===== config.mk =====
export PLATFORM = sky130hd
export DESIGN_NAME = mem_stage_hs
export DESIGN_NICKNAME = d
export VERILOG_FILES = /design/src/rtl/mem_stage_hs.sv
export SDC_FILE = /design/constraint.sdc
export NUM_CORES = 1
export LEC_CHECK = 0
export BUFFER_PORTS_ARGS = -buffer_cell sky130_fd_sc_hd__buf_2
export CORE_UTILIZATION = 40
export CTS_CLUSTER_SIZE = 10
export DETAILED_ROUTE_END_ITERATION = 10
export GPL_ROUTABILITY_DRIVEN = 0
export MAX_ROUTING_LAYER = met4
export PLACE_DENSITY = 0.67
export SYNTH_ARGS = -nofsm -noshare
export SYNTH_HDL_FRONTEND = slang
export SYNTH_SLANG_ARGS = --single-unit

===== constraint.sdc =====
create_clock -name CLK -period 4.4 [get_ports CLK]
set_clock_uncertainty 0.15 [all_clocks]
set_input_delay 0.44 -clock CLK [delete_from_list [all_inputs] [get_ports CLK]]
set_output_delay 0.44 -clock CLK [all_outputs]
set_load 0.05 [all_outputs]

===== src/rtl/mem_stage_hs.sv =====
// MEM stage for a variable-latency data memory: req/gnt/rvalid handshake, pipeline stall,
// store lane steering, load alignment/extension, misalign/region/conflict/timeout checks.
module mem_stage_hs #(
  parameter logic [31:0] DMEM_BASE   = 32'h0010_0000,
  parameter int unsigned REGION_BITS = 12,
  parameter int unsigned TIMEOUT     = 16
) (
  input  logic        CLK,
  input  logic        RST,
  input  logic        VALID_EM,
  input  logic [1:0]  MemWrite_EM,
  input  logic [1:0]  MemRead_EM,
  input  logic        DMSE_EM,
  input  logic [31:0] ALU_VAL_EM,
  input  logic [31:0] STORE_VAL_EM,
  output logic        STALL_M,
  output logic        MEM_VALID_M,
  output logic [31:0] MEM_DATA_M,
  output logic        EXC_MISALIGN_M,
  output logic        EXC_FAULT_M,
  output logic [31:0] EXC_ADDR_M,
  output logic        DREQ,
  output logic        DWE,
  output logic [29:0] DADDR,
  output logic [31:0] DWDATA,
  output logic [3:0]  DWSTB,
  input  logic        DGNT,
  input  logic        DRVALID,
  input  logic [31:0] DRDATA
);

  localparam int unsigned REGION_LSB = 32 - REGION_BITS;
  localparam logic [7:0]  TO_LAST    = 8'(TIMEOUT - 1);

  typedef enum logic [1:0] {S_IDLE, S_REQ, S_WAIT, S_DONE} state_t;

  state_t      r_state;
  logic [7:0]  r_cnt;
  logic [31:0] r_addr;
  logic [1:0]  r_width;
  logic        r_se;
  logic        r_mem_valid;
  logic        r_to_fault;

  logic        w_access;
  logic [1:0]  w_width;
  logic        w_misalign;
  logic        w_region_ok;
  logic        w_conflict;
  logic        w_idle;
  logic        w_exc_mis;
  logic        w_exc_flt;
  logic        w_issue;
  logic [3:0]  w_strb;
  logic [31:0] w_wdata;
  logic [7:0]  w_lb;
  logic [15:0] w_lh;
  logic [31:0] w_load;
  logic        w_complete;
  logic        w_timeout;

  assign w_access    = VALID_EM & ((|MemWrite_EM) | (|MemRead_EM));
  assign w_width     = (|MemWrite_EM) ? MemWrite_EM : MemRead_EM;
  assign w_misalign  = ((w_width == 2'b10) & ALU_VAL_EM[0]) |
                       ((w_width == 2'b11) & (|ALU_VAL_EM[1:0]));
  assign w_region_ok = (ALU_VAL_EM[31:REGION_LSB] == DMEM_BASE[31:REGION_LSB]);
  assign w_conflict  = (|MemWrite_EM) & (|MemRead_EM);

  // RST gates the combinational outputs so a held EX/MEM access cannot stall during reset
  assign w_idle    = (r_state == S_IDLE) & ~RST;
  assign w_exc_mis = w_idle & w_access & w_misalign;
  assign w_exc_flt = w_idle & w_access & ~w_misalign & (~w_region_ok | w_conflict);
  assign w_issue   = w_idle & w_access & ~w_misalign & w_region_ok & ~w_conflict;

  always_comb begin
    w_strb  = '0;
    w_wdata = '0;
    case (MemWrite_EM)
      2'b01: begin
        w_strb  = 4'b0001 << ALU_VAL_EM[1:0];
        w_wdata = {4{STORE_VAL_EM[7:0]}};
      end
      2'b10: begin
        w_strb  = 4'b0011 << {ALU_VAL_EM[1], 1'b0};
        w_wdata = {2{STORE_VAL_EM[15:0]}};
      end
      2'b11: begin
        w_strb  = 4'b1111;
        w_wdata = STORE_VAL_EM;
      end
      default: ;
    endcase
  end

  always_comb begin
    w_lb = DRDATA[{r_addr[1:0], 3'b000} +: 8];
    w_lh = DRDATA[{r_addr[1], 4'b0000} +: 16];
    case (r_width)
      2'b01:   w_load = {{24{r_se & w_lb[7]}}, w_lb};
      2'b10:   w_load = {{16{r_se & w_lh[15]}}, w_lh};
      default: w_load = DRDATA;
    endcase
  end

  // A granted read is not complete until DRVALID, so it can still time out in REQ
  assign w_complete = ((r_state == S_REQ) & DWE & DGNT) | ((r_state == S_WAIT) & DRVALID);
  assign w_timeout  = ((r_state == S_REQ) | (r_state == S_WAIT)) & ~w_complete &
                      (r_cnt == TO_LAST);

  always_ff @(posedge CLK or posedge RST) begin
    if (RST) begin
      r_state     <= S_IDLE;
      r_cnt       <= '0;
      r_addr      <= '0;
      r_width     <= '0;
      r_se        <= 1'b0;
      r_mem_valid <= 1'b0;
      r_to_fault  <= 1'b0;
      MEM_DATA_M  <= '0;
      DREQ        <= 1'b0;
      DWE         <= 1'b0;
      DADDR       <= '0;
      DWDATA      <= '0;
      DWSTB       <= '0;
    end else begin
      r_mem_valid <= 1'b0;
      r_to_fault  <= 1'b0;
      case (r_state)
        S_IDLE: begin
          if (w_issue) begin
            r_addr  <= ALU_VAL_EM;
            r_width <= w_width;
            r_se    <= DMSE_EM;
            r_cnt   <= '0;
            DREQ    <= 1'b1;
            DWE     <= |MemWrite_EM;
            DADDR   <= ALU_VAL_EM[31:2];
            DWDATA  <= w_wdata;
            DWSTB   <= w_strb;
            r_state <= S_REQ;
          end
        end
        S_REQ: begin
          if (w_timeout) begin
            DREQ       <= 1'b0;
            r_to_fault <= 1'b1;
            r_state    <= S_DONE;
          end else begin
            r_cnt <= r_cnt + 8'd1;
            if (DGNT) begin
              DREQ    <= 1'b0;
              r_state <= DWE ? S_DONE : S_WAIT;
            end
          end
        end
        S_WAIT: begin
          if (w_timeout) begin
            r_to_fault <= 1'b1;
            r_state    <= S_DONE;
          end else if (DRVALID) begin
            MEM_DATA_M  <= w_load;
            r_mem_valid <= 1'b1;
            r_state     <= S_DONE;
          end else begin
            r_cnt <= r_cnt + 8'd1;
          end
        end
        default: r_state <= S_IDLE;
      endcase
    end
  end

  assign STALL_M        = w_issue | (r_state == S_REQ) | (r_state == S_WAIT);
  assign MEM_VALID_M    = r_mem_valid;
  assign EXC_MISALIGN_M = w_exc_mis;
  assign EXC_FAULT_M    = w_exc_flt | r_to_fault;
  assign EXC_ADDR_M     = (w_exc_mis | w_exc_flt) ? ALU_VAL_EM :
                          r_to_fault              ? r_addr     : '0;

endmodule

==> Implementation_results.wiki <==
{| class="wikitable"
! Metric !! Value
|-
| Result of the run || complete, no violations
|-
| Total wirelength of the detailed-routed design || between 15 and 20 mm
|-
| Cell-by-cell listing of the critical path || buf_2 > nor2_1 > o2111ai_1 > o31ai_4 > buf_4 > nand3_1 > o21ai_0 > buf_2
|-
| Setup Total Neg Slack || 0 ns
|-
| Buffers on Ports || 241
|-
| Number of standard cells after synthesis || 696
|-
| Initial core utilization || 0.4133
|-
| DRC Markers || 0
|-
| Worst-case reg-to-reg path depth || 9
|-
| Number of global-route vias before repair || approximately 5200
|-
| Sw Pwr || ~1.8 mW
|-
| CTS tree || built
|-
| Worst path top cell family by delay || compound AO/OA/AOI/OAI gates
|-
| Crit path required time || 3.81 ns
|-
| Synthesis Warnings || 0
|-
| Combinational power share || 0.372
|-
| Reg2Reg Setup Slack || 1.46 ns
|-
| Switching share of total power || 0.4130
|-
| Number of vias after detailed routing || 5648
|-
| Actual transition at the worst max-transition pin || ~1.1 ns
|-
| Routed wirelength normalized by instance count || 15.51 um
|-
| Reg-to-reg startpoint || r_state[0]$_DFFE_PP0P_
|-
| Capturing element of the worst setup path || EXC_ADDR_M[0]
|-
| Core Footprint || ~0.015 mm2
|-
| CTS H-tree depth || 4
|-
| Normalized max-slew margin || 0.2875
|-
| Max stage delay cell, worst path || sky130_fd_sc_hd__o31ai_4
|-
| Final Total Pwr || 4.261 mW
|-
| Leading area contributor after synthesis || sky130_fd_sc_hd__dfrtp_1
|-
| Beginning of the critical path || MemWrite_EM[0]
|-
| Number of register bits inferred by synthesis || 117
|-
| Class of the worst hold path || in2reg
|-
| Cts bufs inserted || 17
|-
| CP most frequent cell || sky130_fd_sc_hd__buf_2
|-
| Starting DRC count in detailed routing || 311
|-
| Number of flops mapped to enable cells by yosys || 0
|-
| All-Layer GR Usage || 0.2193
|-
| Synthesized net count || a little over 800
|-
| Worst hold slack across all endpoints || about 0.11 ns
|-
| Final Max Slew Viols || 0
|-
| Upper clock frequency limit || approximately 290 MHz
|-
| Half-perimeter wire length after placement || 12.72 mm
|-
| Number of resized instances in the post-cts repair step || 0
|-
| Average via count per standard cell || between 5 and 6
|-
| Depth of the worst hold-timing path || 2
|-
| Total setup buffers inserted after CTS || 0
|-
| Antenna violation net count after detailed routing || 0
|-
| Die Area || 0.01633 mm2
|-
| Number of placed instances, taps included || about 1100
|-
| Final clock period utilization by the worst path || 0.7935
|-
| Die outline height || 127.8 um
|-
| Reported leakage power || around 4.2 nW
|-
| Root Driver || sky130_fd_sc_hd__clkbuf_16
|-
| Delay of the slowest cell on the worst path || 0.61 ns
|-
| Endpoint of the worst-slack reg-to-reg timing path || r_cnt[5]$_DFFE_PP0P_
|-
| Number of failing setup endpoints in the final timing report || 0
|-
| Antenna violations before repair || 1
|-
| Share of power burned in the clock network || 0.311
|-
| Final Hold Violating Endpoints || 0
|-
| Clock period minus final worst setup slack || 3.491 ns
|-
| TritonCTS Sinks || about 120
|-
| Clock transition time at the flip-flop clock pins of the worst setup and hold paths || 0.05 ns
|-
| Critical path peak fanout || 24
|-
| Area share of the largest cell type after synthesis || 0.4625
|-
| # hold bufs at CTS || 0
|-
| Number of standard cells in the final layout excluding fillers || 1117
|-
| Count of nets after finishing || approximately 1000
|-
| Pre-Repair DR Iteration Count || 4
|-
| Max clock buf depth || 2
|-
| Primary FF master, synth || sky130_fd_sc_hd__dfrtp_1
|-
| Cell-internal power || around 2.5 mW
|-
| Pin count of the biggest net entering global routing || 84
|-
| Count of distinct cell types in the synthesized netlist || 52
|-
| Post-synthesis sequential area ratio || 0.4625
|-
| Worst Setup Path Type || in2out
|-
| Layout-stage area growth over the synthesis result || 26.65%
|-
| Flop pwr share || 0.317
|-
| Critical path data arrival time || 2.90 ns
|-
| Element type at the critical path start || primary input
|-
| Width of the die || between 100 and 150 um
|-
| Power per cell area || 531.5 mW/mm2
|-
| Syn Std Cell Area || 0.006330 mm2
|-
| Number of top-level pins || between 200 and 250
|-
| Crit path buffers/inverters || 3
|-
| Number of cells on the critical path || 8
|-
| Site row count || 45
|-
| Unrepaired setup endpoints after global routing || false
|-
| Mean post-synth cell area || roughly 9.1 um2
|-
| GRT Residual Overflow || 0
|-
| Max-cap violations || 0
|-
| Cell types with the largest area share after synthesis || sky130_fd_sc_hd__dfrtp_1 (46%), sky130_fd_sc_hd__nand2_1 (9.4%), sky130_fd_sc_hd__mux2_4 (4.7%)
|-
| Share of post-route cells with drive strength above 1 || 0.3646
|-
| Sort of element at the end of the critical path || output pin
|-
| Maximum resistive drop on vdd || 0.3049 mV
|-
| Proportion of synthesized flip-flops having asynchronous set or reset || 1.000
|-
| Clk Latency, worst-skew pair || 0.42 ns
|-
| Global-route wire length before repair || 26.82 mm
|}
-- layer usage --
layer	GRT usage	wire length (um)
met4	0.06090	178
met2	0.3574	8497
met5	-	0
met3	0.06511	1139
met1	0.2639	7512
-- state kept, by name, indices dropped and copies added (netlist names) --
name	cells
DADDR	30
r_addr	2
MEM_DATA_M	32
r_cnt	8
DWSTB	4
DWE	1
r_se	1
r_state	2
r_width	2
DREQ	1
r_to_fault	1
MEM_VALID_M	1
DWDATA	32
-- cell usage in the layout, fill, tap and decap left out, types with 2 or more instances in the layout --
master,n
sky130_fd_sc_hd__nand2b_1,3
sky130_fd_sc_hd__nor2b_1,8
sky130_fd_sc_hd__nor4_1,2
sky130_fd_sc_hd__nand2_1,159
sky130_fd_sc_hd__buf_2,241
sky130_fd_sc_hd__mux2_2,22
sky130_fd_sc_hd__ha_1,7
sky130_fd_sc_hd__mux2_4,20
sky130_fd_sc_hd__mux2i_1,3
sky130_fd_sc_hd__o41ai_1,2
sky130_fd_sc_hd__clkinv_4,2
sky130_fd_sc_hd__inv_1,10
sky130_fd_sc_hd__nor3_1,3
sky130_fd_sc_hd__a2bb2oi_1,7
sky130_fd_sc_hd__nand3_1,43
sky130_fd_sc_hd__nor4b_1,2
sky130_fd_sc_hd__o21a_1,4
sky130_fd_sc_hd__o31ai_1,3
sky130_fd_sc_hd__o21ai_1,40
sky130_fd_sc_hd__a21oi_1,49
sky130_fd_sc_hd__dfrtp_1,117
sky130_fd_sc_hd__bufinv_16,2
sky130_fd_sc_hd__clkinv_2,6
sky130_fd_sc_hd__clkinvlp_4,4
sky130_fd_sc_hd__a221o_1,7
sky130_fd_sc_hd__buf_4,10
sky130_fd_sc_hd__nand3b_1,2
sky130_fd_sc_hd__nor2_1,30
sky130_fd_sc_hd__a211oi_1,2
sky130_fd_sc_hd__o21ai_0,22
sky130_fd_sc_hd__clkbuf_16,17
sky130_fd_sc_hd__a22oi_1,11
sky130_fd_sc_hd__and2_1,21
-- layout make-up --
class	count	area, um2
sequential	117	2928
fill	1476	7298
timing repair buffer	251	1281
multi-input combinational	494	2930
inverter	11	43.79
antenna	1	2.502
clock inverter	14	137.6
tap	211	264.0
clock buffer	18	429.2
-- metrics by stage --
stage | area (um2) | utilization | worst slack (ns)
6_report | 8016 | 0.5234 | 0.9085
3_5_place_dp | 7447 | 0.4863 | 0.9342
2_1_floorplan | 6330 | - | 0.7092
3_3_place_gp | 7447 | 0.4863 | 0.9742
5_1_grt | 8016 | 0.5234 | 0.7026
4_1_cts | 8014 | 0.5233 | 0.9234
-- cells in the mapped netlist, drive strengths merged (2+ instances only) --
cell / count
ha: 7
a2bb2oi: 7
mux2i: 3
a22oi: 11
a21oi: 49
nand3: 43
o41ai: 3
o31ai: 4
and2: 21
a211oi: 2
nor3: 3
buf: 45
dfrtp: 117
o21a: 4
nor2: 30
a221o: 7
nor4b: 2
nand2b: 3
nand2: 159
nor2b: 8
nor4: 2
mux2: 42
o21ai: 62
nand3b: 2
clkbuf: 29
inv: 11
-- cells by family (layout without fill, tap and decap cells) --
logic type | after synthesis | after routing | synth area share
buffers and inverters | 85 | 294 | 0.07729
other | 0 | 1 | 0
and+or+nand+nor | 279 | 279 | 0.1949
adders and majority gates | 7 | 7 | 0.01384
muxes | 46 | 46 | 0.09488
DFF | 117 | 117 | 0.4625
xor gates and xnor gates | 1 | 1 | 0.001384
AOI/OAI and AO/OA | 161 | 161 | 0.1552
-- power groups by stage --
stage | combinational, mW | clock, mW | sequential [mW]
final | 1.58 | 1.32 | 1.35
after global routing | 1.70 | 1.40 | 1.37
after CTS | 1.60 | 1.35 | 1.35
after detailed placement | 1.59 | 0 | 1.37
after global placement | 1.58 | 0 | 1.36
after floorplan | 0.672 | 0 | 1.88
-- how the worst min path moves through the flow --
stage / startpoint / end / slack [ns]
2_1_floorplan: DADDR[18]$_DFFE_PP0P_ / DADDR[18]$_DFFE_PP0P_ / 0.31
3_3_place_gp: MEM_DATA_M[5]$_DFFE_PP0P_ / MEM_DATA_M[5]$_DFFE_PP0P_ / 0.31
3_5_place_dp: MEM_DATA_M[4]$_DFFE_PP0P_ / MEM_DATA_M[4]$_DFFE_PP0P_ / 0.32
4_1_cts: DRDATA[12] / MEM_DATA_M[12]$_DFFE_PP0P_ / 0.1
5_1_grt: ALU_VAL_EM[8] / DADDR[6]$_DFFE_PP0P_ / 0.1
6_report: ALU_VAL_EM[5] / DADDR[3]$_DFFE_PP0P_ / 0.11
Power figures use the tool's default switching activity.
